===== src/rtl/io_responder_if.sv =====
// Memory-mapped IO bus between the CPU's memory/IO router (master) and the device
// responder (slave).
interface io_responder_if;
    logic [31:0] addr;
    logic [31:0] write_data;
    logic        led_ctrl;
    logic        switch_ctrl;
    logic [15:0] io_read_data;

    modport master (
        output addr,
        output write_data,
        output led_ctrl,
        output switch_ctrl,
        input  io_read_data
    );

    modport slave (
        input  addr,
        input  write_data,
        input  led_ctrl,
        input  switch_ctrl,
        output io_read_data
    );
endinterface


===== src/rtl/io_responder.sv =====
// Device-side IO responder: LED/7-segment registers, debounced switches and confirm
// button with a sticky clear-on-read flag, and a 4-digit active-low 7-segment scanner.
module io_responder #(
    parameter int unsigned DEBOUNCE_CNT = 500000,
    parameter int unsigned SCAN_DIV     = 100000
) (
    input  logic          clk,
    input  logic          rst_n,
    io_responder_if.slave bus,
    input  logic [15:0]   sw_raw,
    input  logic          btn_raw,
    output logic [15:0]   led,
    output logic [6:0]    seg_n,
    output logic [3:0]    an_n
);

    localparam logic [31:0] AddrLed = 32'hFFFF_FC60;
    localparam logic [31:0] AddrSeg = 32'hFFFF_FC64;
    localparam logic [31:0] AddrSw  = 32'hFFFF_FC70;
    localparam logic [31:0] AddrBtn = 32'hFFFF_FC74;

    localparam int unsigned DbW = (DEBOUNCE_CNT > 1) ? $clog2(DEBOUNCE_CNT) : 1;
    localparam int unsigned ScW = (SCAN_DIV > 1) ? $clog2(SCAN_DIV) : 1;
    localparam logic [DbW-1:0] DbMax = DbW'(DEBOUNCE_CNT - 1);
    localparam logic [ScW-1:0] ScMax = ScW'(SCAN_DIV - 1);

    // Bus decode
    logic wr_led, wr_seg, rd_btn;

    assign wr_led = bus.led_ctrl && (bus.addr == AddrLed);
    assign wr_seg = bus.led_ctrl && (bus.addr == AddrSeg);
    assign rd_btn = bus.switch_ctrl && (bus.addr == AddrBtn);

    logic unused_wdata;
    assign unused_wdata = ^bus.write_data[31:16];

    // Writable registers
    logic [15:0] led_q, seg_q;

    always_ff @(posedge clk or negedge rst_n) begin
        if (!rst_n) begin
            led_q <= '0;
            seg_q <= '0;
        end else begin
            if (wr_led) led_q <= bus.write_data[15:0];
            if (wr_seg) seg_q <= bus.write_data[15:0];
        end
    end

    assign led = led_q;

    // Two-flop synchronisers for the asynchronous inputs
    logic [15:0] sw_meta_q, sw_sync_q;
    logic        btn_meta_q, btn_sync_q;

    always_ff @(posedge clk or negedge rst_n) begin
        if (!rst_n) begin
            sw_meta_q  <= '0;
            sw_sync_q  <= '0;
            btn_meta_q <= 1'b0;
            btn_sync_q <= 1'b0;
        end else begin
            sw_meta_q  <= sw_raw;
            sw_sync_q  <= sw_meta_q;
            btn_meta_q <= btn_raw;
            btn_sync_q <= btn_meta_q;
        end
    end

    // Debouncers: any return to the stable value restarts the count
    logic [15:0]    sw_stable_q, sw_stable_d;
    logic [DbW-1:0] sw_cnt_q, sw_cnt_d;
    logic           btn_stable_q, btn_stable_d;
    logic [DbW-1:0] btn_cnt_q, btn_cnt_d;
    logic           btn_rise;
    logic           btn_flag_q, btn_flag_d;

    always_comb begin
        sw_cnt_d    = '0;
        sw_stable_d = sw_stable_q;
        if (sw_sync_q != sw_stable_q) begin
            if (sw_cnt_q == DbMax) begin
                sw_stable_d = sw_sync_q;
            end else begin
                sw_cnt_d = sw_cnt_q + DbW'(1);
            end
        end
    end

    always_comb begin
        btn_cnt_d    = '0;
        btn_stable_d = btn_stable_q;
        if (btn_sync_q != btn_stable_q) begin
            if (btn_cnt_q == DbMax) begin
                btn_stable_d = btn_sync_q;
            end else begin
                btn_cnt_d = btn_cnt_q + DbW'(1);
            end
        end
    end

    // Set beats the clear from a coincident BTN read
    assign btn_rise   = btn_stable_d & ~btn_stable_q;
    assign btn_flag_d = btn_rise | (btn_flag_q & ~rd_btn);

    always_ff @(posedge clk or negedge rst_n) begin
        if (!rst_n) begin
            sw_stable_q  <= '0;
            sw_cnt_q     <= '0;
            btn_stable_q <= 1'b0;
            btn_cnt_q    <= '0;
            btn_flag_q   <= 1'b0;
        end else begin
            sw_stable_q  <= sw_stable_d;
            sw_cnt_q     <= sw_cnt_d;
            btn_stable_q <= btn_stable_d;
            btn_cnt_q    <= btn_cnt_d;
            btn_flag_q   <= btn_flag_d;
        end
    end

    // Combinational read mux; reads see pre-write register values
    logic [15:0] rd_data;

    always_comb begin
        rd_data = '0;
        if (bus.switch_ctrl) begin
            case (bus.addr)
                AddrLed: rd_data = led_q;
                AddrSeg: rd_data = seg_q;
                AddrSw:  rd_data = sw_stable_q;
                AddrBtn: rd_data = {15'd0, btn_flag_q};
                default: rd_data = '0;
            endcase
        end
    end

    assign bus.io_read_data = rd_data;

    // 7-segment scanner
    logic [ScW-1:0] scan_cnt_q, scan_cnt_d;
    logic [1:0]     digit_q, digit_d;
    logic [3:0]     nibble;
    logic [3:0]     an_n_q, an_n_d;
    logic [6:0]     seg_n_q, seg_n_d;

    function automatic logic [6:0] hex_to_seg(input logic [3:0] nib);
        logic [6:0] s;
        case (nib)
            4'h0:    s = 7'b0000001;
            4'h1:    s = 7'b1001111;
            4'h2:    s = 7'b0010010;
            4'h3:    s = 7'b0000110;
            4'h4:    s = 7'b1001100;
            4'h5:    s = 7'b0100100;
            4'h6:    s = 7'b0100000;
            4'h7:    s = 7'b0001111;
            4'h8:    s = 7'b0000000;
            4'h9:    s = 7'b0000100;
            4'hA:    s = 7'b0001000;
            4'hB:    s = 7'b1100000;
            4'hC:    s = 7'b0110001;
            4'hD:    s = 7'b1000010;
            4'hE:    s = 7'b0110000;
            default: s = 7'b0111000;
        endcase
        return s;
    endfunction

    always_comb begin
        scan_cnt_d = scan_cnt_q + ScW'(1);
        digit_d    = digit_q;
        if (scan_cnt_q == ScMax) begin
            scan_cnt_d = '0;
            digit_d    = digit_q + 2'd1;
        end
    end

    always_comb begin
        case (digit_q)
            2'd0:    nibble = seg_q[3:0];
            2'd1:    nibble = seg_q[7:4];
            2'd2:    nibble = seg_q[11:8];
            default: nibble = seg_q[15:12];
        endcase
    end

    // Display outputs lag the digit index by one cycle
    assign an_n_d  = ~(4'b0001 << digit_q);
    assign seg_n_d = hex_to_seg(nibble);

    always_ff @(posedge clk or negedge rst_n) begin
        if (!rst_n) begin
            scan_cnt_q <= '0;
            digit_q    <= 2'd0;
            an_n_q     <= 4'b1110;
            seg_n_q    <= 7'b0000001;
        end else begin
            scan_cnt_q <= scan_cnt_d;
            digit_q    <= digit_d;
            an_n_q     <= an_n_d;
            seg_n_q    <= seg_n_d;
        end
    end

    assign an_n  = an_n_q;
    assign seg_n = seg_n_q;

    a_an_onehot: assert property (@(posedge clk) disable iff (!rst_n) $onehot(~an_n));
    a_sw_cnt_range: assert property (@(posedge clk) disable iff (!rst_n) sw_cnt_q <= DbMax);
    a_scan_range: assert property (@(posedge clk) disable iff (!rst_n) scan_cnt_q <= ScMax);

endmodule


===== src/flat_wrapper.sv =====
// flat-port wrapper written by rule: the top's interface ports become plain ports
module io_responder_flat 
#(
    parameter int unsigned DEBOUNCE_CNT = 500000,
    parameter int unsigned SCAN_DIV     = 100000
)
  (clk, rst_n, sw_raw, btn_raw, led, seg_n, an_n, bus_addr, bus_write_data, bus_led_ctrl, bus_switch_ctrl, bus_io_read_data);
  io_responder_if bus_i ();
  input  logic clk;
  input  logic rst_n;
  input  logic [15:0] sw_raw;
  input  logic btn_raw;
  output logic [15:0] led;
  output logic [6:0] seg_n;
  output logic [3:0] an_n;
  input wire logic [$bits(bus_i.addr)-1:0] bus_addr;
  input wire logic [$bits(bus_i.write_data)-1:0] bus_write_data;
  input wire logic [$bits(bus_i.led_ctrl)-1:0] bus_led_ctrl;
  input wire logic [$bits(bus_i.switch_ctrl)-1:0] bus_switch_ctrl;
  output wire logic [$bits(bus_i.io_read_data)-1:0] bus_io_read_data;
  assign bus_i.addr = bus_addr;
  assign bus_i.write_data = bus_write_data;
  assign bus_i.led_ctrl = bus_led_ctrl;
  assign bus_i.switch_ctrl = bus_switch_ctrl;
  assign bus_io_read_data = bus_i.io_read_data;
  io_responder #(.DEBOUNCE_CNT(DEBOUNCE_CNT), .SCAN_DIV(SCAN_DIV)) u_core (.clk(clk), .rst_n(rst_n), .bus(bus_i), .sw_raw(sw_raw), .btn_raw(btn_raw), .led(led), .seg_n(seg_n), .an_n(an_n));
endmodule

===== config.mk =====
export PLATFORM = sky130hd
export DESIGN_NAME = io_responder_flat
export DESIGN_NICKNAME = d
export VERILOG_FILES = /design/src/rtl/io_responder_if.sv /design/src/rtl/io_responder.sv /design/src/flat_wrapper.sv
export SDC_FILE = /design/constraint.sdc
export NUM_CORES = 1
export LEC_CHECK = 0
export ABC_AREA = 1
export BUFFER_PORTS_ARGS = -buffer_cell sky130_fd_sc_hd__buf_4
export CORE_MARGIN = 2
export CORE_UTILIZATION = 51
export DETAILED_ROUTE_END_ITERATION = 10
export GPL_ROUTABILITY_DRIVEN = 0
export PLACE_DENSITY = 0.78
export SYNTH_ARGS = -nofsm -noshare
export SYNTH_HDL_FRONTEND = slang
export SYNTH_SLANG_ARGS = --single-unit

===== constraint.sdc =====
create_clock -name clk -period 1.75 [get_ports clk]
set_input_delay 0.35 -clock clk [delete_from_list [all_inputs] [get_ports clk]]
set_output_delay 0.35 -clock clk [all_outputs]
set_load 0.03 [all_outputs]

==> out/metrics.yaml, run 1 <==
status: "complete, but fails checks"
violations: "setup timing"
hold_path_class: "in -> reg"
vias: 7124
rsz0062_at_grt: "true"
async_reset_ff_share_pct: 100
syn_area_um2: 7590
fp-row-count: 44
die_y_um: 126
ys.warnings.count: 0
vias_per_cell: 5.56
crit_path_start_kind: "input port"
io_pins: 128
drc_errors: 0
hold_depth: 1
rr_worst_depth: 11
setup_slack_ns: -0.275
cts_num_sinks: 152
min_to: "u_core.sw_meta_q[15]"
clk_latency_ns: 0.43
cts_root_buf: "clkbuf_16"
diodes: 0
initialDrtViolationCount: 862
fin_hold_ws_ns: 0.0249
crit_type: "in -> out"
syn_inst: 915
period_share_pct: 116
ys_seq_area_share_pct: 50.2
core_um2: 14500
ys_types: 41
multi_input_area_um2: 3500
synth_area_leader_cell: "dfrtp_1"
fin_crit_ns: 2.03
fmax_ghz: 0.494
synthTopCellsByArea: "dfrtp_1, nand2_1, inv_1"
relSlewSlack_pct: 74.2
ff2ff_setup_slack_ns: -0.10
synthesis.nets: 1014
layout-drive-gt1-share_pct: 29.4
routed_wl_um: 20500
die_area_um2: 15900
hold_start: "sw_raw[15]"
placed_cell_area_um2: 9010
grt_pass1_vias: 6496
start_util_pct: 52.2
worstPathRequired_ns: 1.40
nFillCells: 1039
tritoncts: "yes"
tightest_slew_ns: 0.383
ant_nets: 0
p_leak_nw: 5.18
regToRegStartpoint: "u_core.digit_q[1]"
final_nets: 1184
power_density_nw_per_um2: 768
routedWlPerCell_um: 16.0
grt_max_degree: 55
peakVddDrop_mv: 0.728
path_max_fanout: 16
grt-ovfl-total: 0
stdcell_area_um2: 10300
total_power_mw: 7.90
antenna_found_initial: 0
hpwlAfterDp_um: 13100
r2r-end: "u_core.seg_n[3]"
worstPathArrival_ns: 1.68
track_usage_pct: 23.8
synth.most_common_cell: "nand2_1"
synth_top_area_share_pct: 48.8
dieWidth_um: 126
grt_pass1_wl_um: 30500
area_growth_syn_to_layout_pct: 35.5
cts_buffer_depth: 2
first_pass_iters: 6
maxCapViolations: 0
hold_viol_final: 0
end_kind: "output port"
avgSynthCellArea_um2: 8.29
clk_pin_slew_ns: 0.06
ys_ff_latch: 152
port_buffers: 111
synthFlopType: "dfrtp_1"
cts_buffers: 17
synth_edf_count: 0
skew_ns: 0.00839
slew_viol_final: 0
setup_viol: 21
h-tree-depth: 4
synthTopCellsByCount: "nand2_1, dfrtp_1, inv_1, nor2_1, nand3_1"
seq_area_um2: 3810
==> critical path, cell delays in order <==
cell and delay (ns):
buf_6 0.09, inv_4 0.05, nand2_4 0.06, nor2_4 0.10
nand2_2 0.07, nor2_4 0.23, clkbuf_16 0.22, nand4_1 0.10
nand2_1 0.09, nor2_1 0.05, nor2_2 0.11, buf_6 0.15
==> metrics by stage <==
| stage | TNS (ns) | setup WS, ns | util [%] | cells |
|---|---|---|---|---|
| 3_5_place_dp | -5.48 | -0.229 | 62.0 | 1231 |
| 2_1_floorplan | -0.0410 | -0.0234 | - | 915 |
| 5_1_grt | -5.39 | -0.334 | 70.7 | 1281 |
| 6_report | -3.56 | -0.275 | 70.7 | 1281 |
| 4_1_cts | -2.11 | -0.172 | 67.7 | 1265 |
| 3_3_place_gp | -5.29 | -0.238 | 62.0 | 1231 |
==> per-layer routing <==
metal | global-route usage, % | share of wire, %
met5 | 0 | 0
met4 | 8.34 | 3.0
met3 | 6.46 | 8.0
met2 | 38.7 | 48
met1 | 30.9 | 41
==> how the worst max path moves through the flow <==
stage	from	slack [ns]	endpoint	cells after the start
after floorplan	u_core.digit_q[0]	-0.02	u_core.seg_n[1]	11
after global placement	bus_addr[7]	-0.24	bus_io_read_data[11]	8
after detailed placement	bus_addr[0]	-0.23	bus_io_read_data[0]	12
after CTS	bus_addr[23]	-0.17	bus_io_read_data[0]	11
after global routing	bus_addr[0]	-0.33	bus_io_read_data[0]	12
final	bus_addr[0]	-0.28	bus_io_read_data[0]	12
==> cells by family after synthesis <==
group	Yosys count	share of synthesized area (%)
AO/OA/AOI/OAI	77	5.57
AND/OR/NAND/NOR	495	30.2
adder cells (fa/ha/maj)	14	2.31
buffers and inverters	144	7.95
flip-flops	152	50.2
XOR/XNOR	33	3.81
==> registers in the layout, indices dropped and copies added, names as in the netlist <==
register / flops
u_core.an_n: 4
u_core.btn_cnt_q: 19
u_core.btn_flag_q: 1
u_core.btn_meta_q: 1
u_core.btn_stable_q: 1
u_core.btn_sync_q: 1
u_core.digit_q: 2
u_core.led: 16
u_core.scan_cnt_q: 17
u_core.seg_n: 7
u_core.seg_q: 16
u_core.sw_cnt_q: 19
u_core.sw_meta_q: 16
u_core.sw_stable_q: 16
u_core.sw_sync_q: 16
==> layout make-up <==
cell class | instances | share of cell area [%]
Tap cell | 184 | 2.24
Clock buffer | 19 | 4.41
Timing Repair Buffer | 177 | 16.3
Multi-Input combinational cell | 619 | 34.1
Inverter | 118 | 4.47
Clock inverter | 12 | 1.46
Sequential cell | 152 | 37.1
==> power breakdown <==
group          leakage, nW  internal [mW]  switching [mW]  total (mW)
Clock                0.291           2.30            1.45        3.75
Combinational         2.89          0.211           0.245       0.456
Sequential            2.00           3.61          0.0869        3.69
==> layout by cell type, fill, tap and decap left out, drive strengths merged, types with 4 or more instances in the layout <==
cell    count
buf       172
ha         14
dfrtp     148
xor2       26
nand3      69
nor3       21
nor4        7
dfstp       4
nand4      64
clkbuf     23
nor2       96
o21ai      51
inv       117
nand2     233
clkinv      7
a31oi       6
xnor2       7
o22ai       4
a21oi       9
==> timing repair <==
| item | CTS | global route |
|---|---|---|
| setup buffers | 2 | 11 |
| gates resized for setup | 60 | 56 |
| endpoints found under the hold margin | 33 | 0 |
| hold buffers | 1 | 0 |
| pin swaps | 23 | 29 |
| setup endpoints to repair | 22 | 43 |
| gates cloned | 0 | 5 |
Power figures use the tool's default switching activity.
==> inputs of run 2 (changes only) <==
--- a/config.mk
+++ b/config.mk
@@ -6,12 +6,12 @@
 export NUM_CORES = 1
 export LEC_CHECK = 0
 export ABC_AREA = 1
-export BUFFER_PORTS_ARGS = -buffer_cell sky130_fd_sc_hd__buf_4
+export BUFFER_PORTS_ARGS = -buffer_cell sky130_fd_sc_hd__buf_2
 export CORE_MARGIN = 2
 export CORE_UTILIZATION = 51
 export DETAILED_ROUTE_END_ITERATION = 10
 export GPL_ROUTABILITY_DRIVEN = 0
-export PLACE_DENSITY = 0.78
+export PLACE_DENSITY = 0.81
 export SYNTH_ARGS = -nofsm -noshare
 export SYNTH_HDL_FRONTEND = slang
 export SYNTH_SLANG_ARGS = --single-unit
==> out/metrics.yaml, run 2 (same netlist as run 1, synthesis figures left out) <==
fmax_ghz: 0.484  # -2.1%
h-tree-depth: 4  # unchanged
grt_pass1_wl_um: 34700  # +14%
total_power_mw: 8.08  # +2.3%
cts_root_buf: "clkbuf_16"
skew_ns: 0.0110  # +0.00264 ns
cp_cell_sequence: "buf_6 > nand2_4 > nor2_4 > nand3_4 > nor2_4 > buf_12 > clkbuf_16 > nand4_1 > nand3_1 > nand2_1 > inv_2 > buf_6"
final_cell_mix: "nand2_1, dfrtp_1, inv_1, nor2_1, buf_2"
layout-drive-gt1-share_pct: 32.1  # +2.7 points
rr_worst_depth: 10  # -1
slew_viol_final: 0  # unchanged
io_pins: 128  # unchanged
postLayoutCoreUtil_pct: 72.0  # +1.3 points
drc_errors: 0  # unchanged
first_pass_iters: 6  # unchanged
hold_depth: 1  # unchanged
placed_cell_area_um2: 8850  # -1.8%
die_area_um2: 15900  # unchanged
track_usage_pct: 27.6  # +3.8 points
tritoncts: "yes"
grt-ovfl-total: 0  # unchanged
routedWlPerCell_um: 18.0  # +12%
start_util_pct: 52.2  # unchanged
period_share_pct: 118  # +2.5 points
cpMaxStageDelayCell: "nor2_4"
hold_path_class: "in -> reg"
die_y_um: 126  # unchanged
grt_pass1_vias: 7060  # +8.7%
stdcell_area_um2: 10500  # +1.8%
cts_buffer_depth: 2  # unchanged
power_density_nw_per_um2: 773  # +0.52%
ant_nets: 0  # unchanged
layout_commonest_cell: "nand2_1"
worstPathRequired_ns: 1.40  # about the same
final_nets: 1206  # +1.9%
routed_wl_um: 23500  # +14%
cp_num_buf_inv: 5  # +1
grt_max_degree: 38  # -31%
violations: "setup timing"
worstPathArrival_ns: 1.72  # +0.04 ns
cts_num_sinks: 152  # unchanged
crit_path_start_kind: "input port"
path_max_fanout: 5  # -11
dieWidth_um: 126  # unchanged
end_kind: "output port"
maxCapViolations: 0  # unchanged
core_um2: 14500  # unchanged
p_leak_nw: 5.35  # +3.4%
reg.largest.list: "u_core.btn_cnt_q (19), u_core.sw_cnt_q (19), u_core.scan_cnt_q (17)"
vias_per_cell: 5.71  # +2.6%
cts_buffers: 17  # unchanged
relSlewSlack_pct: 73.9  # -0.33 points
diodes: 0  # unchanged
setup_viol: 23  # +9.5%
rsz0062_at_grt: "true"
path_depth: 12  # unchanged
vias: 7440  # +4.4%
area_growth_syn_to_layout_pct: 37.9
crit_type: "in -> out"
setup_slack_ns: -0.318  # -0.0430 ns
hold_viol_final: 0  # unchanged
clk_latency_ns: 0.43  # about the same
initialDrtViolationCount: 973  # +13%
peakVddDrop_mv: 0.832  # +14%
clk_pin_slew_ns: 0.06  # about the same
critPathTopFamily: "simple AND/OR/NAND/NOR gates"
tightest_slew_ns: 0.391  # +0.00848 ns
port_buffers: 111  # unchanged
max_stage_delay_ns: 0.16  # -0.07 ns
hpwlAfterDp_um: 13600  # +4.3%
status: "complete, but fails checks"
fin_crit_ns: 2.07  # +0.0430 ns
fp-row-count: 44  # unchanged
antenna_found_initial: 0  # unchanged
==> run 2: path summary, 6_finish.rpt <==
check | startpoint | end | slack (ns)
worst min register to register | u_core.sw_meta_q[13] | u_core.sw_sync_q[13] | 0.35
worst min-delay path | sw_raw[9] | u_core.sw_meta_q[9] | 0.03
max in group asynchronous | rst_n | u_core.seg_n[0] | 0.69
min in group asynchronous | rst_n | u_core.btn_cnt_q[1] | 0.39
worst max register to register | u_core.digit_q[0] | u_core.seg_n[3] | -0.16
worst max-delay path | bus_addr[14] | bus_io_read_data[9] | -0.32
==> run 2: final cells by class <==
class / instances / area [µm²]
sequential: 152 / 3810
timing repair buffer: 198 / 1720
inverter: 118 / 460
tap: 184 / 230
fill: 988 / 4070
multi-input combinational: 619 / 3590
clock inverter: 11 / 168
timing repair inverter: 1 / 7.51
clock buffer: 21 / 470
==> run 2: report_power, final <==
| part | switching [mW] | internal, mW | total [mW] |
|---|---|---|---|
| clock network | 1.44 | 2.50 | 3.94 |
| logic | 0.263 | 0.195 | 0.458 |
| registers | 0.0788 | 3.61 | 3.69 |
| total | 1.78 | 6.30 | 8.08 |
==> run 2: worst reg2reg max path, delay by kind of cell (launching register included) <==
| family | cells | cell delay, ns |
|---|---|---|
| AND/OR/NAND/NOR | 4 | 0.30 |
| buffers and inverters | 2 | 0.21 |
| AO/OA/AOI/OAI | 2 | 0.47 |
| adder cells (fa/ha/maj) | 2 | 0.42 |
| flip-flops | 1 | 0.41 |
==> run 2: metrics by stage <==
step	hold WS, ns	instances	TNS [ns]	worst slack, ns
final	0.0257	1304	-5.09	-0.318
after detailed placement	0.287	1248	-7.02	-0.310
after floorplan	0.0544	915	-0.0410	-0.0234
after global routing	0.0140	1304	-6.43	-0.381
after global placement	0.285	1248	-5.96	-0.301
after CTS	0.00775	1296	-3.02	-0.241
==> run 2: repair_timing <==
item | CTS | global route
gates cloned | 6 | 2
pin swaps | 27 | 58
hold buffers | 1 | 0
endpoints found under the hold margin | 33 | 0
setup buffers | 9 | 9
endpoints found under the setup margin | 22 | 63
gates resized for setup | 96 | 78
==> run 2: layer usage <==
metal | vias to the layer above | GRT usage [%] | part of all wire (%)
li1 | 3361 | - | -
met5 | - | 0 | 0
met1 | 3537 | 34.9 | 38
met3 | 77 | 7.14 | 9.2
met4 | 0 | 11.1 | 3.3
met2 | 465 | 45.6 | 50
